<file path="src/rtl/regfile_sched_pkg.sv">
// Shared types and constants for the register-file write scheduler and its arbiter.
package regfile_sched_pkg;

  localparam int REG_IDX_W = 5;
  localparam int NUM_REGS  = 32;
  localparam int DATA_W    = 32;

  typedef logic [REG_IDX_W-1:0] reg_idx_t;

  typedef struct packed {
    logic              valid;
    reg_idx_t          dst_reg;
    logic [DATA_W-1:0] data;
  } wb_req_t;

  // Pointer width for an N-way round-robin; a 1-way arbiter still needs one bit.
  function automatic int ptr_width(input int n);
    return (n > 1) ? $clog2(n) : 1;
  endfunction

endpackage

</file>
<file path="src/rtl/regfile_write_scheduler_rr_arbiter.sv">
// Combinational round-robin arbiter: searches from ptr+1 (mod N) and grants the first request found.
module rr_arbiter
  import regfile_sched_pkg::*;
#(
  parameter int N = 3
) (
  input  logic [N-1:0]            req,
  input  logic [ptr_width(N)-1:0] ptr,
  output logic [N-1:0]            grant
);

  localparam int PTR_W = ptr_width(N);

  always_comb begin
    int                 pos;
    logic               found;
    logic [PTR_W-1:0]   idx;
    grant = '0;
    found = 1'b0;
    pos   = 0;
    idx   = '0;
    for (int k = 1; k <= N; k++) begin
      pos = int'(ptr) + k;
      if (pos >= N) pos = pos - N;
      idx = PTR_W'(pos);
      if (!found && req[idx]) begin
        grant[idx] = 1'b1;
        found      = 1'b1;
      end
    end
  end

endmodule

</file>
<file path="src/rtl/regfile_write_scheduler.sv">
// Shares the register-file write port among N_REQ writeback sources and tracks
// pending writes per register so decode can detect read hazards.
module regfile_write_scheduler
  import regfile_sched_pkg::*;
#(
  parameter int N_REQ = 3,
  parameter int CNT_W = 2
) (
  input  logic                       clk,
  input  logic                       reset,
  input  logic [N_REQ-1:0]           req_valid,
  input  logic [REG_IDX_W*N_REQ-1:0] req_reg,
  input  logic [DATA_W*N_REQ-1:0]    req_data,
  output logic [N_REQ-1:0]           req_ready,
  input  logic                       rsv_valid,
  input  logic [REG_IDX_W-1:0]       rsv_reg,
  output logic                       rsv_ready,
  input  logic [REG_IDX_W-1:0]       read_index1,
  input  logic [REG_IDX_W-1:0]       read_index2,
  output logic                       hazard1,
  output logic                       hazard2,
  output logic                       write_enable,
  output logic [REG_IDX_W-1:0]       write_reg,
  output logic [DATA_W-1:0]          write_data,
  output logic [NUM_REGS-1:0]        pending_mask
);

  localparam int               PTR_W   = ptr_width(N_REQ);
  localparam logic [PTR_W-1:0] PTR_RST = PTR_W'(N_REQ - 1);
  localparam logic [CNT_W-1:0] CNT_MAX = '1;

  wb_req_t           reqs [N_REQ];
  logic [PTR_W-1:0]  last_grant;
  logic              sel_valid;
  logic [PTR_W-1:0]  sel_idx;
  reg_idx_t          sel_reg;
  logic [DATA_W-1:0] sel_data;

  logic [CNT_W-1:0]    count [NUM_REGS];
  logic [NUM_REGS-1:0] inc_vec;
  logic [NUM_REGS-1:0] dec_vec;
  logic                rsv_fire;

  always_comb begin
    for (int i = 0; i < N_REQ; i++) begin
      reqs[i].valid   = req_valid[i];
      reqs[i].dst_reg = req_reg[REG_IDX_W*i +: REG_IDX_W];
      reqs[i].data    = req_data[DATA_W*i +: DATA_W];
    end
  end

  rr_arbiter #(.N(N_REQ)) u_arb (
    .req   (req_valid),
    .ptr   (last_grant),
    .grant (req_ready)
  );

  // Grant is one-hot, so the winner's fields can be selected directly.
  always_comb begin
    sel_valid = 1'b0;
    sel_idx   = '0;
    sel_reg   = '0;
    sel_data  = '0;
    for (int i = 0; i < N_REQ; i++) begin
      if (req_ready[i] && reqs[i].valid) begin
        sel_valid = 1'b1;
        sel_idx   = PTR_W'(i);
        sel_reg   = reqs[i].dst_reg;
        sel_data  = reqs[i].data;
      end
    end
  end

  always_ff @(posedge clk) begin
    if (reset) begin
      last_grant   <= PTR_RST;
      write_enable <= 1'b0;
      write_reg    <= '0;
      write_data   <= '0;
    end else if (sel_valid) begin
      last_grant   <= sel_idx;
      write_enable <= (sel_reg != '0);
      write_reg    <= sel_reg;
      write_data   <= sel_data;
    end else begin
      write_enable <= 1'b0;
    end
  end

  // A saturated counter still accepts a reservation when its write retires this cycle.
  assign rsv_ready = (rsv_reg == '0) ||
                     (count[rsv_reg] != CNT_MAX) ||
                     (write_enable && (write_reg == rsv_reg));
  assign rsv_fire  = rsv_valid && rsv_ready && (rsv_reg != '0);

  always_comb begin
    inc_vec = '0;
    dec_vec = '0;
    for (int r = 1; r < NUM_REGS; r++) begin
      inc_vec[r] = rsv_fire && (rsv_reg == REG_IDX_W'(r));
      dec_vec[r] = write_enable && (write_reg == REG_IDX_W'(r));
    end
  end

  always_ff @(posedge clk) begin
    for (int r = 0; r < NUM_REGS; r++) begin
      if (reset || r == 0) begin
        count[r] <= '0;
      end else if (inc_vec[r] && !dec_vec[r]) begin
        count[r] <= count[r] + 1'b1;
      end else if (dec_vec[r] && !inc_vec[r] && count[r] != '0) begin
        count[r] <= count[r] - 1'b1;
      end
    end
  end

  always_comb begin
    for (int r = 0; r < NUM_REGS; r++) begin
      pending_mask[r] = (count[r] != '0);
    end
  end

  assign hazard1 = (read_index1 != '0) && (count[read_index1] != '0);
  assign hazard2 = (read_index2 != '0) && (count[read_index2] != '0);

endmodule

</file>
<file path="config.mk">
export PLATFORM = sky130hd
export DESIGN_NAME = regfile_write_scheduler
export DESIGN_NICKNAME = d
export VERILOG_FILES = /design/src/rtl/regfile_sched_pkg.sv /design/src/rtl/regfile_write_scheduler_rr_arbiter.sv /design/src/rtl/regfile_write_scheduler.sv
export SDC_FILE = /design/constraint.sdc
export NUM_CORES = 1
export LEC_CHECK = 0
export BUFFER_PORTS_ARGS = -buffer_cell sky130_fd_sc_hd__buf_2
export CAP_MARGIN = 20
export CORE_UTILIZATION = 30
export DETAILED_ROUTE_END_ITERATION = 10
export GPL_TIMING_DRIVEN = 1
export PLACE_DENSITY = 0.59
export SYNTH_ARGS = -nofsm -noshare
export SYNTH_HDL_FRONTEND = slang
export SYNTH_SLANG_ARGS = --single-unit
export TNS_END_PERCENT = 100
</file>
<file path="constraint.sdc">
create_clock -name clk -period 3.2 [get_ports clk]
set_input_delay 0 -clock clk [delete_from_list [all_inputs] [get_ports clk]]
set_output_delay 0 -clock clk [all_outputs]
set_load 0.02 [all_outputs]
</file>
After elaboration in Yosys (flattened, before gate mapping)

Memory sizes are Yosys's and may differ from the RTL's.
Index checks and enable logic that the tools add are counted.

Input bits: 132
Word-level logic and storage cells: 797
Output and inout port bits: 76
Register bits: 40
Memory bits (writable): 64
Memories kept: 1

Memories:

| memory | words | width | rd ports | clocked after Yosys merged registers in | wr ports | line                          | source |
|---|---|---|---|---|---|---|---|
| count  | 32    | 2     | 35       | 0                                       | 32       | regfile_write_scheduler.sv:39 | `logic [CNT_W-1:0] count [NUM_REGS];` |

Reduce and logical (&&, ||, !) cells: 274
Bitwise gates (word level): 65
Add/sub/neg operators: 68
Equal/unequal tests: 64
Magnitude comparators: 9
Multiplexer cells: 312

Operators with widths:

| operator                                                           | count |
|---|---|
| 2-to-1 mux 1 bit                                                   | 231 |
| logical AND 1 bit                                                  | 168 |
| == test 5 bit (second input constant)                              | 32 |
| 2-to-1 mux 2 bit                                                   | 66 |
| 2-to-1 mux 32 bit                                                  | 3 |
| == test 5 x 4 -> 1 bit (second input constant)                     | 16 |
| nonzero test 2 bit                                                 | 34 |
| subtractor 2 x 1 -> 2 bit (second input constant)                  | 34 |
| logical NOT 1 bit                                                  | 64 |
| adder 2 x 1 -> 2 bit (second input constant)                       | 31 |
| bitwise OR 1 bit                                                   | 62 |
| == test 5 x 3 -> 1 bit (second input constant)                     | 8 |
| == test 5 x 2 -> 1 bit (second input constant)                     | 4 |
| nonzero test 5 bit                                                 | 4 |
| 2-to-1 mux 5 bit                                                   | 3 |
| == test 5 x 1 -> 1 bit (second input constant)                     | 2 |
| greater-or-equal comparator 3 x 2 -> 1 bit (second input constant) | 3 |
| < comparator 2 x 3 -> 1 bit (second input constant)                | 3 |
| 2-to-1 mux 3 bit                                                   | 3 |
| adder 2 x 2 -> 3 bit (second input constant)                       | 2 |
| binary-select mux 1 bit (select 2 bit)                             | 3 |
| demux 1 bit (select 2 bit)                                         | 3 |
| greater-or-equal comparator 2 x 1 -> 1 bit (second input constant) | 3 |
| bitwise OR 3 bit                                                   | 2 |
| 7 further kinds                                                    | 8 |

Longest topological paths before layout

Depth after elaboration: 18
Mapped depth: 13
Depth with buffers taken out: 9

Hierarchy

From an unflattened synthesis, not the netlist that was laid out.

Cell total of the unflattened synthesis: 1093
Area total of the unflattened synthesis: 8535.7 um2

Modules (own cells, without submodules):

| module                  | cells each | sequential area each (um2) | times used | area an instance (um2) |
|---|---|---|---|---|
| regfile_write_scheduler | 1057       | 2662.6                     | 1          | 8237.9 |
| rr_arbiter              | 36         | 0.0                        | 1          | 297.8 |

Worst setup path after synthesis

No wires, ideal clock.

Path kind: reg2reg
From: reg last_grant[0]
To: reg write_data[22]
Setup slack: 0.288 ns
Setup time: 0.078 ns
Period minus slack after synthesis: 2.912 ns
Stages on the path, launching flop included: 12
Arrival time: 2.834 ns
Buffers on the path: 3
Required time: 3.122 ns
Path through: dfxtp_1 inv_1 ha_1 clkbuf_1 and4_1 o31ai_1 o21a_1 clkbuf_1 clkbuf_1 nor2_1 o31a_1 nor3_1

Word-level cells in the longest chain between the ends: 16
Elaborated cells between the ends (all ways): 53
Classes of those cells: add/sub: 6; order compare: 9; mux: 26; bitwise: 2; reduce/logical: 10

Ends and longest elaborated chain:

| element                                                                                 | line                                                                               | source |
|---|---|---|
| from (decl)                                                                             | regfile_write_scheduler.sv:33                                                      | `logic [PTR_W-1:0] last_grant;` |
| from (signal assigned)                                                                  | regfile_write_scheduler.sv:81                                                      | `last_grant <= sel_idx;` |
| adder 2 x 1 -> 3 bit                                                                    | regfile_write_scheduler_rr_arbiter.sv:23                                           | `pos = int'(ptr) + k;` |
| greater-or-equal comparator 3 x 2 -> 1 bit or subtractor 2 x 1 -> 2 bit (tied branches) | regfile_write_scheduler_rr_arbiter.sv:24                                           | `if (pos >= N) pos = pos - N;` |
| 2-to-1 mux 2 bit                                                                        | regfile_write_scheduler_rr_arbiter.sv:24                                           |  |
| < comparator 2 x 3 -> 1 bit (not written as such), or another cell as far along         | regfile_write_scheduler_rr_arbiter.sv:27                                           | `grant[idx] = 1'b1;` |
| logical AND 1 bit (not written as such) or 2-to-1 mux 1 bit (tied branches)             | regfile_write_scheduler_rr_arbiter.sv:27, regfile_write_scheduler_rr_arbiter.sv:26 |  |
| 2-to-1 mux 1 bit, on equally long branches                                              | regfile_write_scheduler_rr_arbiter.sv:27, regfile_write_scheduler_rr_arbiter.sv:26 |  |
| demux 1 bit (select 2 bit) or logical NOT 1 bit (tied branches)                         | --                                                                                 |  |
| 2-to-1 mux 3 bit or logical AND 1 bit (tied branches)                                   | regfile_write_scheduler_rr_arbiter.sv:26                                           | `if (!found && req[idx]) begin` |
| bitwise OR 3 bit (no line) or 2-to-1 mux 1 bit (tied branches)                          | --                                                                                 |  |
| 2-to-1 mux 3 bit or logical NOT 1 bit (tied branches)                                   | regfile_write_scheduler_rr_arbiter.sv:26                                           |  |
| bitwise OR 3 bit (no line) or logical AND 1 bit (tied branches)                         | --                                                                                 |  |
| 2-to-1 mux 3 bit *                                                                      | regfile_write_scheduler_rr_arbiter.sv:26                                           |  |
| logical AND 1 bit                                                                       | regfile_write_scheduler.sv:65                                                      | `if (req_ready[i] && reqs[i].valid) begin` |
| 2-to-1 mux 32 bit or 2-to-1 mux 1 bit (tied branches) (3 in series)                     | regfile_write_scheduler.sv:65                                                      |  |
| to (signal assigned)                                                                    | regfile_write_scheduler.sv:84                                                      | `write_data <= sel_data;` |
| to (decl)                                                                               | regfile_write_scheduler.sv:24                                                      | `output logic [DATA_W-1:0] write_data,` |

Every way passes the cells marked *; elsewhere a longest branch is shown, timed or not. The select of a mux whose other input is x is not followed.
A chain may end at the register's enable or synchronous reset.

==> results.json <==
{
  "grt.busiest_layer": "met2",
  "hp-class": "input pin to flop",
  "clock_latency_ps": 350,
  "timing.rr.end": "count[14][0]",
  "largest_reg_flops": 62,
  "drt_first_pass_iters": 5,
  "hold_path_end": "write_data[29]",
  "ys_seq_area_frac": 0.3242,
  "min_period_ps": 2973,
  "status": "complete, no violations",
  "synthArstFlopShare": 0,
  "fin_nets": 1394,
  "utilization": 0.3767,
  "routed_wl_um": 29040,
  "met2_usage": 0.3493,
  "ant_nets": 0,
  "finClkSkew_ps": 7.802,
  "synth-seq-cells": 102,
  "worstRegToRegCells": 7,
  "startpoint": "count[8][0]",
  "diodes": 0,
  "drive_above_1_share": 0.2380,
  "synth_area_sq_um": 8212,
  "synth_cells": 1033,
  "fin_crit_sh": 0.9291,
  "worst_pin_slew_ps": 846.0,
  "coreArea_sq_um": 26880,
  "powerDensity_nw_per_um2": 611.3,
  "cts_max_level": 3,
  "crit_path_max_fanout": 17,
  "finalSetupViolations": 0,
  "dieArea_sq_um": 28040,
  "r2r_start": "count[8][0]",
  "final_hold_viol_count": 0,
  "row_count": 60,
  "initial_core_util": 0.3055,
  "cp-end-kind": "flop",
  "ios": 208,
  "grt_pass1_wl_um": 44990,
  "area_growth_pct": 23.30,
  "critPathLaunchType": "flop",
  "vias": 8602,
  "numPortBuffers": 206,
  "overflow": 0,
  "post-route-drc-count": 0,
  "ff2ff_setup_slack_ps": 230,
  "critPathArrivalTime_ps": 3040,
  "total_power_mw": 6.189,
  "grt_antenna_before_repair": 0,
  "leakage_nw": 4.304,
  "grt_usage": 0.2067,
  "fin_hold_ws_ps": 13.65,
  "final_common_cell": "buf_2",
  "drt-initial-drc-count": 737,
  "clock-sinks": 102,
  "cts_tree": "built",
  "max_freq_mhz": 336.4,
  "hpwlAfterDp_um": 22290,
  "grt_pass1_vias": 8208,
  "placed_area_sq_um": 9647,
  "syn_area_per_cell_sq_um": 7.949,
  "worstHoldPathCells": 4,
  "ys_types": 60,
  "maxCapViolCount": 0,
  "ir_drop_mv": 0.3848,
  "clk_root_buffer_cell": "clkbuf_16",
  "post_drt_wl_per_cell_um": 18.47,
  "cp.required_ps": 3270,
  "synth_edf_count": 62,
  "synthFlopType": "edfxtp_1",
  "grt_max_degree": 42,
  "crit_type": "flop to flop",
  "grtUsageMet1": 0.2636,
  "fin_setup_tns_ps": 0,
  "max-slew-margin-rel": 0.4308,
  "design_area_sq_um": 10120,
  "yosys_warnings": 0,
  "min-delay-start": "req_data[93]",
  "numCtsBuffers": 9,
  "grt_setup_unrepaired": "false",
  "cts_buffer_depth": 2,
  "vias_per_cell": 5.472,
  "final_cell_mix": "buf_2 (206), nor2_1 (127), nor3_1 (109), inv_1 (107), nand2_1 (101)",
  "gp_congestion": 0.9005,
  "syn-num-nets": 1201,
  "use_met3": 0.03900,
  "die_w_um": 167.4,
  "die_h_um": 167.4,
  "path_clk_slew_ps": 70,
  "slew_violations": 0
}
==> critical path, cell delays in order, from the launching register on <==
cell      delay, ps
edfxtp_1        460
mux4_2          510
mux4_2          490
a31oi_2         200
o311a_4         350
nand3_2         160
o21ai_0         300
o311ai_1        220
==> worst max path at each step <==
stage	endpoint	depth (start not counted)
final	count[14][0]	7
after floorplan	write_data[22]	11
after detailed placement	count[14][0]	6
after global placement	count[14][0]	6
after CTS	count[14][0]	6
after global routing	count[14][0]	7
==> timing repair <==
action,4_1_cts,5_1_grt
endpoints found under the hold margin,16,0
hold buffers,16,0
setup endpoints to repair,0,40
gates resized for setup,0,3
buffers inserted,0,0
==> power by group <==
part | internal (mW) | switching (mW)
clock network | 0.645 | 0.538
registers | 1.63 | 0.169
logic | 1.17 | 2.04
total | 3.44 | 2.75
==> cells in the mapped netlist (5+ instances only) <==
cell         n  share of area
or3_1        6         0.0046
buf_2        6         0.0037
o211ai_1     6         0.0055
mux4_2      21          0.058
nand2_1    101          0.046
a2111oi_0    5         0.0053
clkbuf_1    56          0.026
or4_1        7         0.0064
o311ai_0     6         0.0064
a31oi_1      8         0.0061
or2_2        7         0.0053
nand4_1     21          0.016
and3_1       6         0.0046
mux2i_1     40          0.049
nor3_1     109          0.066
nor2_1     127          0.058
a21oi_1     54          0.033
inv_1      106          0.048
ha_1        36          0.055
nand2b_1    17          0.013
nand3_1     37          0.023
a211oi_1    12          0.011
edfxtp_1    62           0.23
o21ai_0     26          0.016
o31a_1      32          0.034
dfxtp_1     40          0.098
nor2b_1     10         0.0076
and2_1       6         0.0046
==> cell type report <==
type	instances	area, sq um
Multi-Input combinational cell	756	4876
Timing Repair Buffer	251	1446
Sequential cell	102	2663
Inverter	106	397.9
Clock buffer	12	289.0
Fill cell	2820	16750
Clock inverter	4	26.28
Tap cell	341	426.7
==> cell families (layout without fill, tap and decap cells) <==
logic type	Yosys count	count (layout)	synth area share
multiplexers	63	63	0.1091
AO/OA/AOI/OAI	180	180	0.1502
other	1	1	0.0004567
AND/OR/NAND/NOR	471	471	0.2721
XOR/XNOR	5	5	0.005333
flip-flops	102	102	0.3242
adder cells (fa/ha/maj)	36	36	0.05485
buffers and inverters	175	373	0.08365
==> stage by stage <==
| stage | worst slack [ps] | cells |
|---|---|---|
| floorplan | 287.6 | 1033 |
| global placement | 280.2 | 1540 |
| detailed placement | 185.6 | 1540 |
| CTS | 176.7 | 1572 |
| global route | 36.39 | 1572 |
| finish | 227.0 | 1572 |
==> per-layer routing <==
layer  up-vias  wire length (um)
met5         -                 0
met4         0               684
met3        47              2580
met2       450             13510
met1      4020             12260
li1       4085                 -
Note: power is estimated with default switching activity, not from simulation.
